## src/rtl/dram_refill_pkg.sv

```systemverilog
// Shared types for the DRAM refill engine: FSM state encoding and block-array type.
// The block type matches the engine's default geometry (WORD_W=32, BLOCK_WORDS=4).
package dram_refill_pkg;

  localparam int DRF_WORD_W      = 32;
  localparam int DRF_BLOCK_WORDS = 4;

  typedef enum logic [2:0] {
    ST_IDLE,
    ST_WB_REQ,
    ST_WB_WAIT,
    ST_GAP,
    ST_FILL_REQ,
    ST_FILL_WAIT,
    ST_DONE
  } state_t;

  typedef logic [DRF_BLOCK_WORDS-1:0][DRF_WORD_W-1:0] block_t;

  function automatic logic is_wait(input state_t s);
    return (s == ST_WB_WAIT) || (s == ST_FILL_WAIT);
  endfunction

endpackage

```

## src/rtl/dram_refill_watchdog.sv

```systemverilog
// Wait-state watchdog: counts cycles spent waiting for a DRAM acknowledge and
// flags expiry on the TIMEOUT_CYCLES-th consecutive wait cycle.
module dram_refill_watchdog #(
  parameter int TIMEOUT_CYCLES = 1024
) (
  input  logic i_clk,
  input  logic i_reset,
  input  logic i_in_wait,
  input  logic i_state_change,
  output logic o_expired
);

  localparam int CNT_W = $clog2(TIMEOUT_CYCLES + 1);

  logic [CNT_W-1:0] r_cnt;

  // Expiry forces a state change, so the count never passes TIMEOUT_CYCLES-1.
  always_ff @(posedge i_clk) begin
    if (i_reset || i_state_change) begin
      r_cnt <= '0;
    end else if (i_in_wait) begin
      r_cnt <= r_cnt + CNT_W'(1);
    end
  end

  assign o_expired = i_in_wait && (r_cnt == CNT_W'(TIMEOUT_CYCLES - 1));

endmodule

```

## src/rtl/dram_refill_engine.sv

```systemverilog
// Cache miss refill engine: optional dirty write-back, one gap cycle, then block fill.
// Optional acknowledge watchdog enabled by defining DRAM_REFILL_TIMEOUT_EN.
module dram_refill_engine
  import dram_refill_pkg::*;
#(
  parameter int ADDR_W         = 32,
  parameter int WORD_W         = 32,
  parameter int BLOCK_WORDS    = 4,
  parameter int TIMEOUT_CYCLES = 1024
) (
  input  logic                                 clk,
  input  logic                                 reset,
  input  logic                                 miss_valid,
  output logic                                 miss_ready,
  input  logic [ADDR_W-1:0]                    miss_addr,
  input  logic                                 wb_needed,
  input  logic [ADDR_W-1:0]                    wb_addr,
  input  logic [BLOCK_WORDS-1:0][WORD_W-1:0]   wb_data,
  output logic                                 fill_valid,
  output logic [ADDR_W-1:0]                    fill_addr,
  output logic [BLOCK_WORDS-1:0][WORD_W-1:0]   fill_data,
  output logic                                 busy,
  output logic                                 timeout_err,
  output logic                                 dram_request,
  output logic [ADDR_W-1:0]                    dram_address,
  output logic                                 dram_we,
  output logic [BLOCK_WORDS-1:0][WORD_W-1:0]   dram_write_data,
  input  logic [BLOCK_WORDS-1:0][WORD_W-1:0]   dram_read_data,
  input  logic                                 dram_acknowledge
);

  state_t                             r_state;
  state_t                             w_next_state;
  logic [ADDR_W-1:0]                  r_miss_addr;
  logic [ADDR_W-1:0]                  r_wb_addr;
  logic [BLOCK_WORDS-1:0][WORD_W-1:0] r_wb_data;
  logic [ADDR_W-1:0]                  r_fill_addr;
  logic [BLOCK_WORDS-1:0][WORD_W-1:0] r_fill_data;
  logic                               w_accept;
  logic                               w_fill_ack;
  logic                               w_expired;

  assign w_accept   = (r_state == ST_IDLE) && miss_valid;
  assign w_fill_ack = ((r_state == ST_FILL_REQ) || (r_state == ST_FILL_WAIT)) && dram_acknowledge;

  always_ff @(posedge clk) begin
    if (reset) begin
      r_state <= ST_IDLE;
    end else begin
      r_state <= w_next_state;
    end
  end

  // Acknowledge takes priority over watchdog expiry in the wait states.
  always_comb begin
    w_next_state = r_state;
    case (r_state)
      ST_IDLE:      if (miss_valid) w_next_state = wb_needed ? ST_WB_REQ : ST_FILL_REQ;
      ST_WB_REQ:    w_next_state = dram_acknowledge ? ST_GAP : ST_WB_WAIT;
      ST_WB_WAIT: begin
        if (dram_acknowledge)  w_next_state = ST_GAP;
        else if (w_expired)    w_next_state = ST_IDLE;
      end
      ST_GAP:       w_next_state = ST_FILL_REQ;
      ST_FILL_REQ:  w_next_state = dram_acknowledge ? ST_DONE : ST_FILL_WAIT;
      ST_FILL_WAIT: begin
        if (dram_acknowledge)  w_next_state = ST_DONE;
        else if (w_expired)    w_next_state = ST_IDLE;
      end
      ST_DONE:      w_next_state = ST_IDLE;
      default:      w_next_state = ST_IDLE;
    endcase
  end

  // Outputs are forced low while reset is held, even before the reset edge lands.
  always_comb begin
    miss_ready      = 1'b0;
    dram_request    = 1'b0;
    dram_we         = 1'b0;
    dram_address    = '0;
    dram_write_data = '0;
    fill_valid      = 1'b0;
    busy            = 1'b0;
    if (!reset) begin
      busy = (r_state != ST_IDLE);
      case (r_state)
        ST_IDLE: miss_ready = 1'b1;
        ST_WB_REQ, ST_WB_WAIT: begin
          dram_request    = (r_state == ST_WB_REQ);
          dram_we         = 1'b1;
          dram_address    = r_wb_addr;
          dram_write_data = r_wb_data;
        end
        ST_FILL_REQ, ST_FILL_WAIT: begin
          dram_request = (r_state == ST_FILL_REQ);
          dram_address = r_miss_addr;
        end
        ST_DONE: fill_valid = 1'b1;
        default: ;
      endcase
    end
  end

  always_ff @(posedge clk) begin
    if (reset) begin
      r_miss_addr <= '0;
      r_wb_addr   <= '0;
      r_wb_data   <= '0;
      r_fill_addr <= '0;
      r_fill_data <= '0;
    end else begin
      if (w_accept) begin
        r_miss_addr <= miss_addr;
        r_wb_addr   <= wb_needed ? wb_addr : '0;
        r_wb_data   <= wb_needed ? wb_data : '0;
      end
      if (w_fill_ack) begin
        r_fill_addr <= r_miss_addr;
        r_fill_data <= dram_read_data;
      end
    end
  end

  assign fill_addr = reset ? '0 : r_fill_addr;
  assign fill_data = reset ? '0 : r_fill_data;

`ifdef DRAM_REFILL_TIMEOUT_EN
  logic r_timeout_err;

  dram_refill_watchdog #(
    .TIMEOUT_CYCLES (TIMEOUT_CYCLES)
  ) u_watchdog (
    .i_clk          (clk),
    .i_reset        (reset),
    .i_in_wait      (is_wait(r_state)),
    .i_state_change (w_next_state != r_state),
    .o_expired      (w_expired)
  );

  always_ff @(posedge clk) begin
    if (reset) begin
      r_timeout_err <= 1'b0;
    end else if (w_expired && !dram_acknowledge) begin
      r_timeout_err <= 1'b1;
    end
  end

  assign timeout_err = r_timeout_err && !reset;
`else
  logic w_unused_timeout;

  assign w_expired        = 1'b0;
  assign timeout_err      = 1'b0;
  assign w_unused_timeout = (TIMEOUT_CYCLES == 0);
`endif

endmodule

```

## config.mk

```make
export PLATFORM = sky130hd
export DESIGN_NAME = dram_refill_engine
export DESIGN_NICKNAME = d
export VERILOG_FILES = /design/src/rtl/dram_refill_pkg.sv /design/src/rtl/dram_refill_watchdog.sv /design/src/rtl/dram_refill_engine.sv
export SDC_FILE = /design/constraint.sdc
export NUM_CORES = 1
export LEC_CHECK = 0
export ABC_AREA = 1
export BUFFER_PORTS_ARGS = -buffer_cell sky130_fd_sc_hd__buf_2
export CAP_MARGIN = 20
export CORE_AREA = 3 3 253 255
export CTS_CLUSTER_DIAMETER = 60
export DETAILED_ROUTE_END_ITERATION = 7
export DIE_AREA = 0 0 256 258
export SLEW_MARGIN = 10
export SYNTH_ARGS = -nofsm -noshare
export SYNTH_HDL_FRONTEND = slang
export SYNTH_HIERARCHICAL = 1
export SYNTH_SLANG_ARGS = --single-unit
```

## constraint.sdc

```tcl
create_clock -name clk -period 1.8 [get_ports clk]
set_input_delay 0.36 -clock clk [delete_from_list [all_inputs] [get_ports clk]]
set_output_delay 0.36 -clock clk [all_outputs]
set_load 0.005 [all_outputs]
```

==> results.md <==
Clock network:
- TritonCTS created 41 clock buffers.
- CTS built an H-tree with a depth of 2.
- The TritonCTS sink count is 355.
- Counting along the longest clock path gives a buffer depth of 3.
- For the worst-skew pair, the clock arrives at the later sink with an insertion delay of 0.56 ns.
- The tree is rooted in a clkbuf_16.
- The clock tree from TritonCTS is yes.
- After clock tree synthesis, the clock-pin slew on the worst setup and hold paths is 0.05 ns.

Worst hold path:
- The worst hold path belongs to the class in2reg.

STA:
- The final critical-path setup slack is -0.396 ns.
- For this run, the top clock speed supported by timing is 455 MHz.
- Setup repair after global routing could not meet its margin everywhere.
- The final count of pins violating max slew came to 0.
- The transition at the pin with the smallest max-transition slack is 0.592 ns.
- The setup TNS is -62.01 ns.
- The share of the clock period used by the worst path is 122%.
- The smallest clock period supported by the final layout is computed as 2.20 ns.
- The largest clock skew in the final design is 0.0263 ns.
- In this run the tightest slew margin relative to its limit is 60.5%.
- The hold violation total from the final report was 0.
- Setup violations remaining at the end of the flow were counted as 300.

Floorplan:
- The placeable core region is 61800 sq um.
- The number of placed I/O pins is 651.
- Once the floorplan was initialized, standard cells occupied 23.5% of the core.
- The initialized floorplan defines 91 standard-cell rows.
- The die covers 66000 sq um.
- The overall die height is 258 microns.
- The horizontal die dimension is 256 microns.

GRT:
- The fraction of met3 tracks used by global routing is 4.16%.
- Global routing finished with a remaining overflow of 0.
- The total global-route track usage is 15.7%.
- The most used routing layer is met2.
- The number of global-route vias before repair is 15000.
- Global routing used 19.2% of the available met1 tracks.
- The first-pass GRT wire length is 83900 microns.
- The number of antenna violations at the first check in global routing is 5.
- The met2 track demand over resource in global routing is 26.6%.
- Entering global routing, the biggest net connects 109 pins.

Logic synthesis:
- The cell count after synthesis is 2098.
- The average cell area after synthesis is 6.94 sq um.
- The share of the yosys chip area belonging to registers is 48.8%.
- Summing every instance area after synthesis gives 14600 sq um.
- The count of warnings emitted by yosys is 6.
- After synthesis the netlist holds a flip-flop and latch count of 355.
- The total nets after synthesis is 2423.
- Synthesis instantiated 20 different standard cells from the library.

Detailed routing:
- In the routed layout, each cell is associated on average with a via count of 4.37.
- Dividing the detail-routed wire length by the instance count gives 15.5 microns.
- After the first detailed-routing iteration, the DRC count stood at 1081.
- The pre-antenna-repair detailed-routing pass consisted of 5 iterations.
- The number of vias in the routed layout is 15900.
- Summed over all layers, the routed wires come to 56600 microns.
- The residual DRC count is 0.
- In this run the remaining antenna-violating nets after routing total 0.

Cells and area:
- Of the cells placed in the final design, the portion with a size suffix greater than 1 is 33.5%.
- At the end of the flow, the number of nets in the layout was 3098.
- After routing the design area is 21900 sq um.
- The relative area change from synthesis to final layout is 50.1%.
- The final core utilization is 35.4%.

Power and ir drop:
- The total chip power is 27.4 mW.
- The power per unit of standard cell area is 1250 nW/um^2.
- The cell leakage power is 9.74 nW.
- IR analysis of the VDD net gives a maximum drop of 689 uV.

Flow run:
- Max-cap violations in this run came to 0.

Worst setup path:
- For the worst setup path, the data arrival time is 1.84 ns.
- The type of origin of the critical path is a flop.
- The required time at the endpoint of the critical path is 1.44 ns.
- The critical path is of the reg2out type.
- The maximum fanout count along the critical path is 11.
- The worst setup path is captured at an output pin.

Run status:
- The run finished, with violations left.
- The final reports fail on setup timing.

Placed design:
- The total cell area at the placement stage is 19100 sq um.
- The placer congestion estimate is 0.891.
- After legalization and detailed placement, the total HPWL measured 40600 microns.
- The count of buffers from port buffering is 649.
## kinds of logic (layout without fill, tap and decap cells)
group	count (synthesis)	count (layout)	synth area share [%]
buffers and inverters	456	1158	12.5
AND/OR/NAND/NOR	767	767	20.3
other	1	3	0.0258
flip-flops	355	355	48.8
AO/OA/AOI/OAI	519	519	18.4
## critical path, stage by stage (launching register included)
cell and delay (ns):
dfxtp_4 0.38, inv_4 0.05, buf_6 0.13, nand2_8 0.08, clkinv_8 0.08, buf_12 0.16
a22oi_2 0.19, nor2_1 0.07, buf_2 0.14
## flip-flops by register name (all words and copies together) (netlist names)
| register | flops |
|---|---|
| r_fill_addr | 32 |
| r_fill_data | 128 |
| r_miss_addr | 32 |
| r_state | 3 |
| r_wb_addr | 32 |
| r_wb_data | 128 |
## placed cells by master (no fill, tap or decap), types with 2 or more instances in the layout
| master | count |
|---|---|
| buf_12 | 29 |
| nand2_2 | 3 |
| nand2_4 | 3 |
| inv_6 | 6 |
| nor2_2 | 24 |
| diode_2 | 2 |
| buf_6 | 14 |
| clkbuf_16 | 50 |
| dfxtp_1 | 352 |
| bufinv_16 | 2 |
| nand3_1 | 36 |
| a21oi_2 | 13 |
| dfxtp_4 | 2 |
| a21oi_1 | 281 |
| nor2_4 | 26 |
| inv_1 | 292 |
| buf_4 | 56 |
| clkinv_2 | 7 |
| inv_2 | 2 |
| nand3_4 | 2 |
| buf_2 | 644 |
| nand2_8 | 2 |
| clkbuf_8 | 5 |
| clkbuf_1 | 9 |
| inv_4 | 3 |
| a22oi_2 | 32 |
| nor2_1 | 308 |
| o21ai_0 | 192 |
| buf_16 | 5 |
| buf_8 | 5 |
| dlygate4sd3_1 | 27 |
| nand2_1 | 360 |
## routing by layer
metal	vias up	share of wire, %
li1	7861	-
met1	7252	41
met2	650	47
met3	120	8.2
met4	6	3.6
met5	-	0.064
## Yosys cell counts
cell | instances | area, sq um
a21oi_1 | 294 | 1470
a22oi_1 | 32 | 240
buf_1 | 1 | 3.75
buf_2 | 50 | 250
buf_4 | 12 | 90.1
clkbuf_1 | 93 | 349
conb_1 | 1 | 3.75
dfxtp_1 | 355 | 7110
inv_1 | 295 | 1110
inv_2 | 5 | 18.8
nand2_1 | 367 | 1380
nand2_2 | 1 | 6.26
nand3_1 | 38 | 190
nand4_1 | 1 | 6.26
nor2_1 | 357 | 1340
nor2_2 | 1 | 6.26
nor3_4 | 1 | 16.3
nor4_1 | 1 | 6.26
o211ai_1 | 1 | 7.51
o21ai_0 | 192 | 961
## worst paths after layout
path,slack [ns],endpoint,from,depth (start not counted)
setup / recovery,-0.40,dram_address[3],r_state[1],8
setup reg to reg,-0.14,r_wb_data[46],r_state[0],10
hold reg to reg,0.45,r_fill_data[83],r_fill_data[83],2
hold / removal,0.03,r_wb_addr[30],reset,2
## final cells by class
type,count,area (sq um)
antenna,2,5.00
clock buffer,57,1180
clock inverter,13,129
fill,6643,40000
inverter,300,1160
multi-input combinational,1287,6180
sequential,355,7120
tap,837,1050
timing repair buffer,787,5040
timing repair inverter,1,8.76
## what timing repair did
item                       in CTS  in global routing
hold endpoints to repair       30                  0
resized for setup              89                 95
pin swaps                      14                 26
cloned                          4                  9
setup endpoints to repair     165                405
setup buffers                   5                 10
hold buffers                   27                  0
## report_power, final
group / internal (mW) / switching (mW) / total (mW) / leakage (nW)
Sequential: 9.39 / 0.820 / 10.2 / 2.89
Combinational: 3.73 / 5.23 / 8.96 / 6.21
Clock: 4.85 / 3.33 / 8.18 / 0.646
## stage by stage
stage	std cells	setup slack, ns	hold slack, ns
2_1_floorplan	2098	0.191	0.430
3_3_place_gp	3513	0.0762	0.438
3_5_place_dp	3513	0.0698	0.442
4_1_cts	3618	-0.412	-0.0159
5_1_grt	3638	-0.459	0.00832
6_report	3639	-0.396	0.0323
No activity file was read; power rests on OpenSTA's default activity.
